--- config.mk ---
export PLATFORM = sky130hd
export DESIGN_NAME = imem_fetch
export DESIGN_NICKNAME = d
export VERILOG_FILES = /design/src/rtl/fetch_pkg.sv /design/src/rtl/fetch_fifo.sv /design/src/rtl/imem_fetch.sv
export SDC_FILE = /design/constraint.sdc
export NUM_CORES = 1
export LEC_CHECK = 0
export ABC_AREA = 1
export BUFFER_PORTS_ARGS = -buffer_cell sky130_fd_sc_hd__buf_2
export CAP_MARGIN = 20
export CORE_MARGIN = 1.5
export CORE_UTILIZATION = 45
export CTS_CLUSTER_DIAMETER = 80
export DETAILED_ROUTE_END_ITERATION = 6
export GPL_ROUTABILITY_DRIVEN = 0
export PLACE_DENSITY = 0.67
export SLEW_MARGIN = 20
export SYNTH_ARGS = -nofsm -noshare
export SYNTH_HDL_FRONTEND = slang
export SYNTH_SLANG_ARGS = --single-unit
export TNS_END_PERCENT = 1
--- constraint.sdc ---
create_clock -name clk -period 7.11 [get_ports clk]
set_input_delay 1.422 -clock clk [delete_from_list [all_inputs] [get_ports clk]]
set_output_delay 1.422 -clock clk [all_outputs]
set_load 0.02 [all_outputs]
--- src/rtl/fetch_pkg.sv ---
// rtl/fetch_pkg.sv - shared types and default widths for the instruction fetch unit
//
// Purpose : default address/instruction widths, fetch FSM state encoding and
//           the prefetch FIFO entry layout shared by imem_fetch and fetch_fifo.
// Ports   : none (package).
package fetch_pkg;

    localparam int ADDR_W_DEF  = 6;
    localparam int INSTR_W_DEF = 32;

    typedef enum logic {
        RUN  = 1'b0,
        HALT = 1'b1
    } fetch_state_t;

    typedef struct packed {
        logic [INSTR_W_DEF-1:0] instr;
        logic [ADDR_W_DEF-1:0]  addr;
    } fetch_entry_t;

endpackage

--- src/rtl/fetch_fifo.sv ---
// rtl/fetch_fifo.sv - prefetch FIFO: circular buffer with registered head, no bypass
//
// Purpose : holds fetched {instr, addr} entries between the imem read and decode.
// Ports   : clk, reset (async, active-low)
//           push/wdata  write an entry at the tail (accepted when not full, or
//                       when full and a pop happens in the same cycle)
//           pop         remove the head (ignored when empty)
//           clear       drop all entries; dominates push/pop
//           rdata       head entry, zero when empty
//           full/empty/count  occupancy status
// DEPTH must be a power of two (pointers wrap by natural overflow) and >= 2.
module fetch_fifo
    import fetch_pkg::*;
#(
    parameter int  DEPTH   = 4,
    parameter type entry_t = fetch_entry_t
) (
    input  logic                   clk,
    input  logic                   reset,
    input  logic                   push,
    input  entry_t                 wdata,
    input  logic                   pop,
    input  logic                   clear,
    output entry_t                 rdata,
    output logic                   full,
    output logic                   empty,
    output logic [$clog2(DEPTH):0] count
);

    localparam int PTR_W = $clog2(DEPTH);
    localparam int CNT_W = PTR_W + 1;

    entry_t             r_mem [DEPTH];
    logic [PTR_W-1:0]   r_wr_ptr;
    logic [PTR_W-1:0]   r_rd_ptr;
    logic [CNT_W-1:0]   r_count;

    logic               w_do_pop;
    logic               w_do_push;

    assign empty = (r_count == '0);
    assign full  = (r_count == CNT_W'(DEPTH));
    assign count = r_count;

    assign w_do_pop  = pop && !empty;
    assign w_do_push = push && (!full || w_do_pop);

    // Empty head reads as zero so stale or unwritten storage never leaks out.
    assign rdata = empty ? '0 : r_mem[r_rd_ptr];

    always_ff @(posedge clk) begin
        if (w_do_push && !clear) begin
            r_mem[r_wr_ptr] <= wdata;
        end
    end

    always_ff @(posedge clk or negedge reset) begin
        if (!reset) begin
            r_wr_ptr <= '0;
            r_rd_ptr <= '0;
            r_count  <= '0;
        end else if (clear) begin
            r_wr_ptr <= '0;
            r_rd_ptr <= '0;
            r_count  <= '0;
        end else begin
            if (w_do_push) begin
                r_wr_ptr <= r_wr_ptr + PTR_W'(1);
            end
            if (w_do_pop) begin
                r_rd_ptr <= r_rd_ptr + PTR_W'(1);
            end
            case ({w_do_push, w_do_pop})
                2'b10:   r_count <= r_count + CNT_W'(1);
                2'b01:   r_count <= r_count - CNT_W'(1);
                default: r_count <= r_count;
            endcase
        end
    end

endmodule

--- src/rtl/imem_fetch.sv ---
// rtl/imem_fetch.sv - instruction fetch: PC, run/halt FSM, prefetch FIFO to decode
//
// Purpose : addresses the combinational imem with a registered PC, pushes each
//           returned word with its address into a prefetch FIFO, halts on the
//           all-zero end-of-program word and restarts on a redirect.
// Ports   : clk, reset (async, active-low)
//           imem_addr/imem_q           imem read interface
//           instr/instr_addr/instr_valid/instr_ready  head of FIFO to decode
//           redirect_valid/redirect_addr  flush and restart at a new address
//           done                       fetch halted on a zero word
//           occupancy                  FIFO entry count
module imem_fetch
    import fetch_pkg::*;
#(
    parameter int ADDR_W       = ADDR_W_DEF,
    parameter int INSTR_W      = INSTR_W_DEF,
    parameter int DEPTH        = 4,
    parameter int RESET_ADDR   = 0,
    parameter bit HALT_ON_ZERO = 1'b1
) (
    input  logic                   clk,
    input  logic                   reset,
    output logic [ADDR_W-1:0]      imem_addr,
    input  logic [INSTR_W-1:0]     imem_q,
    output logic [INSTR_W-1:0]     instr,
    output logic [ADDR_W-1:0]      instr_addr,
    output logic                   instr_valid,
    input  logic                   instr_ready,
    input  logic                   redirect_valid,
    input  logic [ADDR_W-1:0]      redirect_addr,
    output logic                   done,
    output logic [$clog2(DEPTH):0] occupancy
);

    // Entry layout follows fetch_entry_t but tracks this instance's widths.
    typedef struct packed {
        logic [INSTR_W-1:0] instr;
        logic [ADDR_W-1:0]  addr;
    } entry_t;

    fetch_state_t       r_state;
    fetch_state_t       w_state_nxt;
    logic [ADDR_W-1:0]  r_pc;
    logic [ADDR_W-1:0]  w_pc_nxt;
    logic               r_done;
    logic               w_done_nxt;

    logic               w_push;
    logic               w_pop;
    logic               w_fifo_pop;
    logic               w_full;
    logic               w_empty;
    logic               w_end_word;
    entry_t             w_wdata;
    entry_t             w_head;

    assign w_pop      = !w_empty && instr_ready;
    // A redirect clears the FIFO, so a handshake in that cycle is void.
    assign w_fifo_pop = w_pop && !redirect_valid;
    assign w_end_word = HALT_ON_ZERO && (imem_q == '0);

    assign w_wdata.instr = imem_q;
    assign w_wdata.addr  = r_pc;

    always_ff @(posedge clk or negedge reset) begin
        if (!reset) begin
            r_state <= RUN;
            r_pc    <= ADDR_W'(RESET_ADDR);
            r_done  <= 1'b0;
        end else begin
            r_state <= w_state_nxt;
            r_pc    <= w_pc_nxt;
            r_done  <= w_done_nxt;
        end
    end

    always_comb begin
        w_state_nxt = r_state;
        w_pc_nxt    = r_pc;
        w_done_nxt  = r_done;
        w_push      = 1'b0;

        if (redirect_valid) begin
            w_state_nxt = RUN;
            w_pc_nxt    = redirect_addr;
            w_done_nxt  = 1'b0;
        end else if (r_state == RUN && (!w_full || w_pop)) begin
            if (w_end_word) begin
                // End marker is consumed but not queued; PC stays on it.
                w_state_nxt = HALT;
                w_done_nxt  = 1'b1;
            end else begin
                w_push   = 1'b1;
                w_pc_nxt = r_pc + ADDR_W'(1);
            end
        end
    end

    fetch_fifo #(
        .DEPTH   (DEPTH),
        .entry_t (entry_t)
    ) u_fifo (
        .clk   (clk),
        .reset (reset),
        .push  (w_push),
        .wdata (w_wdata),
        .pop   (w_fifo_pop),
        .clear (redirect_valid),
        .rdata (w_head),
        .full  (w_full),
        .empty (w_empty),
        .count (occupancy)
    );

    assign imem_addr   = r_pc;
    assign instr       = w_head.instr;
    assign instr_addr  = w_head.addr;
    assign instr_valid = !w_empty;
    assign done        = r_done;

endmodule

# Word level (Yosys, flattened, before mapping)
# Memory sizes are Yosys's and may differ from the RTL's.
# Index checks and enable logic that the tools add are counted.
[classes] eq_ne=4 mux=18 reduce_logical=20 add_sub_neg=5 n_bitwise=1
[ops] operator="$mux 38" n=1
[ops] operator="$logic_not 32->1" n=1
[ops] operator="$mux 6" n=3
[ops] operator="$mux 1" n=8
[ops] operator="$mux 2" n=4
[ops] operator="$reduce_bool 2->1" n=4
[ops] operator="$add 6x1->6 const B" n=1
[ops] operator="$logic_and 1x1->1" n=6
[ops] operator="$pmux 3 s2" n=1
[ops] operator="$add 2x1->2 const B" n=2
[ops] operator="$reduce_and 2->1" n=2
[ops] operator="$add 3x1->3 const B" n=1
[ops] operator="$eq 3x3->1 const B" n=1
[ops] operator="$logic_not 1->1" n=3
[ops] operator="$logic_not 3->1" n=1
[ops] operator="$mux 3" n=1
[ops] operator="$reduce_bool 3->1" n=1
[ops] operator="$sub 3x1->3 const B" n=1
[ops] operator="$eq 2x1->1 const B" n=1
[ops] operator="$eq 2x2->1 const B" n=1
[ops] operator="$logic_or 1x1->1" n=2
[ops] operator="$ne 2x2->1 const B" n=1
[ops] operator="$not 1->1" n=1
[totals] output_inout_bits=49 memories=1 in_bits=42 register_bits=14 wordCells=54 ramBits=152
[mem_list] memory="u_fifo.r_mem" depth=4 word_bits=38 rd=1 rd_ports_with_merged_regs=0 wr=1 line_no="fetch_fifo.sv:33" rtl="entry_t r_mem [DEPTH];"

# Depth between registers and ports, before layout
[depth] depth_word=11 ltp_mapped=15

# Hierarchy
# Synthesis repeated with hierarchy kept, for this count alone.
[unflattened] hier_cells=614 hier_area_um2=6985.4
[modules_own_cells] module="fetch_fifo" instances=1 cells_per_inst=516 seq_area_each_um2=4739.5 area_per_inst_um2=6382.4
[modules_own_cells] module="imem_fetch" instances=1 cells_per_inst=98 seq_area_each_um2=175.2 area_per_inst_um2=603.1

# Worst setup path after synthesis
# Ideal clock, no wire load.
[synth_timing] kind="input to register" from="input instr_ready" to="memory u_fifo.r_mem[0][0] (netlist bit) (enable)" setup_ns=0.433 path_buffers=0 stages=8 required_ns=6.677 arrival_time_ns=3.544 path_slack_ns=3.133 path_cell_list="inv_1 nand3_1 nand2_1 inv_1 o21ai_4 inv_2 nand2_2 nor2_1"
[synth_via] elab_chain_len=9
[synth_lines] item="start, declared" line_no="imem_fetch.sv:28" rtl="input logic instr_ready,"
[synth_lines] item="$logic_and 1x1->1 (*)" line_no="imem_fetch.sv:57" rtl="assign w_pop = !w_empty && instr_ready;"
[synth_lines] item="$logic_or 1x1->1" line_no="imem_fetch.sv:87" rtl="end else if (r_state == RUN && (!w_full || w_pop)) begin"
[synth_lines] item="$logic_and 1x1->1" line_no="imem_fetch.sv:87"
[synth_lines] item="$mux 1" line_no="imem_fetch.sv:87"
[synth_lines] item="$mux 1" line_no="imem_fetch.sv:83" rtl="if (redirect_valid) begin"
[synth_lines] item="$logic_and 1x1->1 (*)" line_no="fetch_fifo.sv:46" rtl="assign w_do_push = push && (!full || w_do_pop);"
[synth_lines] item="$logic_and 1x1->1 (*)" line_no="fetch_fifo.sv:52" rtl="if (w_do_push && !clear) begin"
[synth_lines] item="$mux 1 (*)" line_no="fetch_fifo.sv:52"
[synth_lines] item="$mux 1 (implied by the code) (*)" line_no="fetch_fifo.sv:53" rtl="r_mem[r_wr_ptr] <= wdata;"
[synth_lines] item="end, declared" line_no="fetch_fifo.sv:33"
# Mark *: on every way between the ends. The rest lies on a longest branch, timed or not.

# Worst setup path after layout
[layout_timing] from="register u_fifo.r_rd_ptr[0]" to="output instr[25]"
[layout_via] elab_chain_len=2
[layout_lines] item="start, declared" line_no="fetch_fifo.sv:35" rtl="logic [PTR_W-1:0] r_rd_ptr;"
[layout_lines] item="start signal, assigned" line_no="fetch_fifo.sv:71" rtl="r_rd_ptr <= r_rd_ptr + PTR_W'(1);"
[layout_lines] item="$mem_v2 4x38"
[layout_lines] item="$mux 38" line_no="fetch_fifo.sv:49" rtl="assign rdata = empty ? '0 : r_mem[r_rd_ptr];"
[layout_lines] item="end, declared" line_no="imem_fetch.sv:25" rtl="output logic [INSTR_W-1:0] instr,"
# No other way between the ends.

==> out/results.ini <==
[status]
status=complete, no violations

[worst_setup_path]
crit_path_top_delay_cell=clkinv_2
required_ns=5.69
cp.depth=4
max_stage_delay_ns=0.72
r2r_cells=9
critical_path.top_delay_family=buffers and inverters
path_class=flip-flop to output port
cp_max_fo=77
crit_arrival_ns=2.38
crit_path_end_kind=output port
crit_buf_inv=2
crit_chain=clkinv_2, o21ai_0, a21oi_1, buf_2
critPathLaunchType=flip-flop

[power_and_ir_drop]
power-per-cell-area_nw_per_um2=383.9
combPwrFrac=0.285
p_seq_frac=0.391
vdd_drop_max_mv=0.2245
p_switching_mw=1.033
swShare=0.3307
clkPwrFrac=0.324
p_int_mw=2.091
total_power_mw=3.125
p_leak_nw=3.072

[yosys]
ys_top_cells_by_area=edfxtp_1, nor2_1, o21ai_0
yosysTopAreaCell=edfxtp_1
synth.distinct_cells=27
yosysWarningCount=0
syn_area_per_cell_um2=11.52
synth_edf_count=152
async_reset_ff_frac=0.08434
synth_area_um2=6852
synth_fp_nets=643
yosys_register_bits=166
synthCells=595
yosysTopAreaCellShare=0.6662
ys.flop_type=edfxtp_1
seq_area_frac_synth=0.7173

[cells_and_area]
drive_gt1_frac=0.2049
area_growth_pct=18.81
final_cells=877
fin_util=0.5538
diodes=0
fin_area_um2=8140
fillers=1235
layout.nets=728

[floorplan]
start_util=0.4661
coreArea_um2=14700
die_height_um=126.4
die_w_um=126.4
pin_count=91
fp.dieArea_um2=15970
rows=44

[job]
maxCapViolCount=0

[placed_design]
dp_hpwl_um=8769
numPortBuffers=90
place_area_um2=7471
dpl.cell_count=844

[hold_path]
min_path_type=flip-flop to flip-flop
whs_path_depth=0

[detailed_routing]
drt_iter0_drc=466
antenna_left=0
routed_wl_um=15280
viasPerCell=5.298
dr.pass1.iters=5
wl_per_cell_um=17.43
drc=0
via_count=4646

[sta]
fin_setup_tns_ns=0
tightest_slew_ns=0.9416
slew_viol_final=0
fin_worst_skew_ns=0.005152
finalSetupViolCount=0
max_slew_margin=0.3715
finalHoldViolations=0
grt_setup_unrepaired=false
period_minus_slack_ns=3.805
fin_crit_sh=0.5352
max_clock_freq_mhz=262.8

[clock_tree]
cts_setup_buffers=0
cts_inserted_buffers=17
cts_tree=done
cts.sinks=166
clk_pin_slew_ns=0.06
h-tree-depth=4
cts_max_path_buffers=2
root_buffer=clkbuf_16
cts_hold_buf=0
cts_resized=0
clock_latency_ns=0.42

[grt]
gr-total-overflow=0
grt_pass1_vias=4662
grt_first_pass_wirelength_um=24010
antenna_found_initial=0
grt_max_degree=78
grt_usage=0.1966

-- layout make-up --
type | count | area (µm²) | area share
clock inverter | 9 | 200.2 | 0.02459
inverter | 22 | 83.83 | 0.01030
tap | 184 | 230.2 | 0.02828
timing repair buffer | 98 | 523.0 | 0.06425
sequential | 166 | 4916 | 0.6039
multi-input combinational | 375 | 1739 | 0.2136
clock buffer | 23 | 447.9 | 0.05503
-- power groups by stage --
| stage | sequential (mW) | clock (mW) | combinational, mW |
|---|---|---|---|
| final | 1.22 | 1.01 | 0.892 |
| after global placement | 1.24 | 0 | 0.867 |
| after global routing | 1.23 | 1.06 | 0.978 |
| after detailed placement | 1.24 | 0 | 0.881 |
| after CTS | 1.22 | 1.01 | 0.885 |
| after floorplan | 1.25 | 0 | 0.568 |
-- cells in the final DEF (no fill, tap or decap) --
master,instances
ha_1,5
clkinvlp_4,2
o21ai_4,1
inv_2,3
clkbuf_16,17
a21oi_1,40
nor2_2,1
nand2_1,30
inv_1,17
a31oi_1,2
bufinv_16,6
o22ai_1,2
xnor2_1,2
or2_2,1
dfrtp_1,13
clkbuf_1,6
nand2_2,4
clkinv_1,1
edfxtp_1,152
o211ai_1,2
xor2_1,1
nor3_1,2
o21ai_1,4
nor2_4,6
fa_1,1
dfrtp_2,1
nor2_1,184
clkinv_2,2
o21ai_0,77
buf_4,7
buf_2,90
nand3_1,10
buf_12,1
-- state kept, by name, indices dropped and copies added, names as in the netlist --
| register | flops |
|---|---|
| done | 1 |
| imem_addr | 6 |
| u_fifo.count | 3 |
| u_fifo.r_mem | 152 |
| u_fifo.r_rd_ptr | 2 |
| u_fifo.r_wr_ptr | 2 |
-- through the flow --
| step | worst slack [ns] | hold slack [ns] |
|---|---|---|
| 2_1_floorplan | 3.133 | 0.5797 |
| 3_3_place_gp | 3.552 | 0.5442 |
| 3_5_place_dp | 3.468 | 0.5512 |
| 4_1_cts | 3.193 | 0.5694 |
| 5_1_grt | 3.118 | 0.5867 |
| 6_report | 3.305 | 0.5664 |
-- synthesized netlist by cell type, types with 2 or more instances --
| library cell | count |
|---|---|
| buf_2 | 16 |
| inv_2 | 4 |
| nor2_1 | 188 |
| xnor2_1 | 2 |
| nand2_1 | 30 |
| inv_1 | 17 |
| o21ai_0 | 77 |
| clkbuf_1 | 15 |
| nand3_1 | 10 |
| a21oi_1 | 40 |
| o22ai_1 | 2 |
| a31oi_1 | 2 |
| o21ai_1 | 4 |
| o211ai_1 | 2 |
| ha_1 | 5 |
| nor2_2 | 2 |
| dfrtp_1 | 14 |
| nand2_2 | 4 |
| nor3_1 | 2 |
| edfxtp_1 | 152 |
-- layer usage --
layer / share of wire / routed length, µm / GRT usage / vias up
met2: 0.49 / 7506 / 0.3288 / 135
li1: - / - / - / 2224
met4: 0.013 / 195 / 0.07573 / 0
met1: 0.44 / 6768 / 0.2518 / 2267
met5: 0 / 0 / 0 / -
met3: 0.053 / 813 / 0.04386 / 20
-- kinds of logic (layout without fill, tap and decap cells) --
family / Yosys count / count (layout) / share of synthesized area
simple gates: 238 / 238 / 0.1362
flops: 166 / 166 / 0.7173
compound gates: 128 / 128 / 0.09660
buf+inv: 54 / 152 / 0.03396
fa+ha+maj: 6 / 6 / 0.01205
xor+xnor: 3 / 3 / 0.003836
-- path summary, 6_finish.rpt --
kind	start	to	slack [ns]
max	u_fifo.r_rd_ptr[0]	instr[25]	3.31
min	imem_addr[3]	u_fifo.r_mem[0][3]	0.57
max reg2reg	u_fifo.count[0]	u_fifo.r_mem[3][23]	4.60
min reg2reg	imem_addr[3]	u_fifo.r_mem[0][3]	0.57
max in group asynchronous	reset	u_fifo.r_rd_ptr[0]	5.95
min in group asynchronous	reset	imem_addr[1]	0.90
Power figures use the tool's default switching activity.
